==> config.mk <==
export PLATFORM = sky130hd
export DESIGN_NAME = pipe_skid_reg
export DESIGN_NICKNAME = d
export VERILOG_FILES = /design/src/rtl/pipe_pkg.sv /design/src/rtl/sat_counter.sv /design/src/rtl/pipe_skid_reg.sv
export SDC_FILE = /design/constraint.sdc
export NUM_CORES = 1
export LEC_CHECK = 0
export ABC_CLOCK_PERIOD_IN_PS = 2300
export BUFFER_PORTS_ARGS = -buffer_cell sky130_fd_sc_hd__buf_2
export CAP_MARGIN = 20
export CORE_AREA = 8 8 97 99
export DETAILED_ROUTE_END_ITERATION = 7
export DIE_AREA = 0 0 105 107
export PLACE_DENSITY = 0.75
export SETUP_SLACK_MARGIN = 0.5
export SYNTH_ARGS = -nofsm -noshare
export SYNTH_HDL_FRONTEND = slang
export SYNTH_SLANG_ARGS = --single-unit
==> constraint.sdc <==
create_clock -name clk -period 2.3 [get_ports clk]
set_input_delay 0.115 -clock clk [delete_from_list [all_inputs] [get_ports clk]]
set_output_delay 0.115 -clock clk [all_outputs]
set_load 0.01 [all_outputs]
==> src/rtl/pipe_pkg.sv <==
// pipe_pkg: shared state encoding and default data width for the skid stage.
package pipe_pkg;
  typedef enum logic [1:0] {EMPTY, ONE, TWO} pipe_state_t;
  localparam int DATA_W = 32;
endpackage

==> src/rtl/sat_counter.sv <==
// sat_counter: W-bit up-counter that sticks at all-ones instead of wrapping.
module sat_counter #(
  parameter int W = 16
) (
  input  logic         clk,
  input  logic         reset,
  input  logic         inc,
  output logic [W-1:0] count
);
  logic [W-1:0] count_q, count_d;
  assign count_d = (inc && count_q != '1) ? count_q + 1'b1 : count_q;
  assign count = count_q;
  always_ff @(posedge clk or posedge reset)
    if (reset) count_q <= '0;
    else count_q <= count_d;
endmodule

==> src/rtl/pipe_skid_reg.sv <==
// pipe_skid_reg: registered valid/ready stage with a two-entry skid buffer, flush and stall counter.
module pipe_skid_reg
  import pipe_pkg::*;
#(
  parameter int WIDTH = DATA_W,
  parameter int CNT_W = 16
) (
  input  logic             clk,
  input  logic             reset,
  input  logic             in_valid,
  input  logic [WIDTH-1:0] in_data,
  output logic             in_ready,
  output logic             out_valid,
  output logic [WIDTH-1:0] out_data,
  input  logic             out_ready,
  input  logic             flush,
  output logic [CNT_W-1:0] stall_cnt
);
  pipe_state_t state_q, state_d;
  logic [WIDTH-1:0] main_q, main_d, skid_q, skid_d;
  logic in_fire, out_fire;
  // Handshake outputs come from state only, so in_ready never depends on out_ready.
  assign in_ready  = (state_q != TWO);
  assign out_valid = (state_q != EMPTY);
  assign out_data  = main_q;
  assign in_fire   = in_valid & in_ready;
  assign out_fire  = out_valid & out_ready;
  always_comb begin
    state_d = state_q;
    main_d  = main_q;
    skid_d  = skid_q;
    if (flush) state_d = EMPTY;
    else
      case (state_q)
        EMPTY: if (in_fire) begin
          state_d = ONE;
          main_d  = in_data;
        end
        ONE: begin
          state_d = in_fire ? (out_fire ? ONE : TWO) : (out_fire ? EMPTY : ONE);
          main_d  = (in_fire && out_fire) ? in_data : main_q;
          skid_d  = (in_fire && !out_fire) ? in_data : skid_q;
        end
        TWO: if (out_fire) begin
          state_d = ONE;
          main_d  = skid_q;
        end
        default: state_d = EMPTY;
      endcase
  end
  always_ff @(posedge clk or posedge reset)
    if (reset) begin
      state_q <= EMPTY;
      main_q  <= '0;
      skid_q  <= '0;
    end else begin
      state_q <= state_d;
      main_q  <= main_d;
      skid_q  <= skid_d;
    end
  sat_counter #(.W(CNT_W)) u_stall (
    .clk  (clk),
    .reset(reset),
    .inc  (in_valid & ~in_ready),
    .count(stall_cnt)
  );
endmodule

==> results.yml <==
sta:
  tns_ns: 0
  finalMaxSlewViolations: 0
  worst_pin_slew_ns: 0.425
  clock_skew_ns: 0.0127
  fin_ws_ns: 0.513
  rsz0062_at_grt: "true"
  finalSetupViolations: 0
  period_minus_slack_ns: 1.79
  period_share_pct: 77.7
  hold_violations: 0
  fmax_mhz: 560
  relSlewSlack_pct: 71.7
routing:
  via_per_inst: 4.94
  drt_wl_total_microns: 8150
  drt_pass1_iterations: 4
  vias: 2771
  wl_per_cell_microns: 14.5
  antenna_left: 0
  drt_iter0_markers: 70
  drc: 0
synth:
  yosysWarnings: 0
  ys.flop_type: "dfrtp_1"
  synth-edff-count: 0
  ys_ff_latch: 82
  synth_area_sq_um: 3710
  postSynth.asyncResetShare_pct: 100
  synthCells: 332
  postSynthAreaPerCell_sq_um: 11.2
  syn-num-nets: 370
  synth_cell_types: 39
  ys_seq_area_share_pct: 55.3
floorplanning:
  core_sq_um: 7930
  die_h_microns: 107
  initial_core_util_pct: 46.8
  rows: 33
  die_area_sq_um: 11200
  ios: 87
  die-width_microns: 105
layout:
  multiInputGateArea_sq_um: 1620
  nNetsFinal: 490
  fillers: 655
  drive_gt1_share_pct: 29.6
  insertedDiodeCount: 0
  area_growth_pct: 28.5
  instances_no_fill: 561
  register_area_sq_um: 2050
worst_setup_path:
  cp-end-kind: "register"
  cp.required_ns: 2.53
  worstSetupStartpointType: "register"
  worstPathMaxFanout: 6
  worstSetupPathType: "register to register"
  arrival_ns: 2.02
global_routing:
  grt.total_usage_pct: 14.5
  grt_overflow: 0
  antenna_found_initial: 0
  grt_pass1_vias: 2783
  grt_max_degree: 83
  grt_pass1_wl_microns: 13200
pwr:
  p_int_mw: 2.55
  max-vdd-ir-drop_mv: 0.534
  pwr-share-clk_pct: 26.3
  p_per_area_nw_per_um2: 732
  p_sw_mw: 0.947
  p_seq_share_pct: 54.2
  p_leak_nw: 2.39
  switching_share_pct: 27.1
  combPwrFrac_pct: 19.5
hold_path:
  hp-class: "input pin to register"
clock_network:
  clk_pin_slew_worst_paths_ns: 0.08
  cts_buffers: 9
  cts_root_buffer: "clkbuf_8"
  clock_latency_ns: 0.34
  clock-sinks: 82
  cts_tree: "yes"
  htree_num_levels: 3
  cts.path.max_buffers: 2
placed_design:
  dp_cells: 517
  port_buffers: 86
  pre_cts_ws_ns: 0.472
  hpwl_microns: 5630
  place_congestion: 0.784
job:
  cap_violations: 0
run_status:
  status: "finished, final reports clean"
-- cell usage after synthesis, types with 2 or more instances --
library cell	n	share of area (%)
nand2_1	102	10
dfrtp_1	82	55
mux2_1	64	19
nor2_1	8	0.81
xor2_1	8	1.9
nor3_1	6	0.81
buf_2	4	0.54
clkbuf_1	4	0.40
inv_1	4	0.40
mux2_2	4	1.2
a21oi_1	3	0.40
buf_4	3	0.61
nand3_1	3	0.40
nor4_1	3	0.51
buf_1	2	0.20
nand2b_1	2	0.34
nand3b_1	2	0.40
nand4_1	2	0.34
nand4_2	2	0.67
nor2b_1	2	0.34
o21ai_1	2	0.27
or2_2	2	0.34
xnor2_1	2	0.47
-- sequential cells by signal, indices dropped and copies added (netlist names) --
name,flops
skid_q,32
state_q,2
out_data,32
u_stall.count,16
-- power by group through the flow --
stage	combinational, mW	sequential (mW)	clock [mW]
CTS	0.653	1.89	0.951
global placement	0.607	1.89	0
finish	0.681	1.89	0.920
global route	0.754	1.93	1.01
detailed placement	0.634	1.92	0
floorplan	0.310	1.95	0
-- metrics by stage --
stage	hold WS, ns	utilization (%)	instance area [sq um]	total power, mW
floorplan	0.181	-	3720	2.26
global placement	0.273	54.2	4300	2.50
detailed placement	0.277	54.2	4300	2.55
CTS	0.000645	58.3	4620	3.49
global route	0.00233	60.2	4770	3.69
finish	0.0159	60.2	4770	3.49
-- metal layers --
layer / global-route usage, % / vias up / share of wire, %
li1: - / 1348 / -
met1: 16.0 / 1359 / 43
met2: 25.5 / 55 / 53
met5: 0 / - / 0
met4: 6.42 / 0 / 1.3
met3: 3.96 / 9 / 3.6
-- placed cells by master (no fill, tap or decap), types with 2 or more instances in the layout --
cell type and instances:
mux2_1 64, nand4_1 2, dfrtp_2 2, nand2_1 102, buf_2 86, nor4_1 3, inv_1 3, nor3_1 5
nand3b_1 2, or2_2 2, nor2_1 8, clkinvlp_4 2, clkbuf_8 11, o21ai_1 2, nor3_2 2, dlygate4sd3_1 21
xnor2_1 2, nand3_1 3, clkbuf_1 2, nand2b_1 2, xor2_1 8, mux2_2 4, buf_4 14, dfrtp_1 80
a21oi_1 3
-- what timing repair did --
item / in CTS / in global routing
hold endpoints to repair: 95 / 7
setup buffers: 1 / 7
pin swaps: 0 / 2
endpoints found under the setup margin: 23 / 8
hold buffers: 14 / 7
resized for setup: 2 / 6
-- area by class of cell --
| cell class | instances | share of cell area (%) |
|---|---|---|
| sequential | 82 | 43.1 |
| multi-input combinational | 231 | 33.9 |
| timing repair buffer | 122 | 16.1 |
| clock buffer | 13 | 3.33 |
| tap | 105 | 2.75 |
| inverter | 6 | 0.656 |
| clock inverter | 2 | 0.262 |
-- critical path, cell delays in order (launching register included) --
cell	delay [ns]
dfrtp_2	0.45
nand3b_1	0.19
or4_4	0.56
nor3_2	0.14
mux2_1	0.33
-- final timing paths --
path,to,startpoint,depth (start not counted),slack (ns)
min in group asynchronous,u_stall.count[15]$_DFFE_PP0P_,reset,4,0.45
max in group asynchronous,u_stall.count[2]$_DFFE_PP0P_,reset,4,1.53
max reg2reg,u_stall.count[15]$_DFFE_PP0P_,state_q[0]$_DFFE_PP0P_,4,0.51
min,skid_q[17]$_DFFE_PP0P_,in_data[17],2,0.02
max,u_stall.count[15]$_DFFE_PP0P_,state_q[0]$_DFFE_PP0P_,4,0.51
min reg2reg,out_data[12]$_DFFE_PP0P_,out_data[12]$_DFFE_PP0P_,1,0.48
-- cell families (layout without fill, tap and decap cells) --
group                      Yosys count  count (layout)  synth area share, %
AOI/OAI and AO/OA                    9               9                 1.45
DFF                                 82              82                 55.3
and+or+nand+nor                    143             143                 17.6
adders and majority gates            1               1                0.337
buffers and inverters               19             143                 2.36
muxes                               68              68                 20.6
xor gates and xnor gates            10              10                 2.36
No activity file was read; power rests on OpenSTA's default activity.
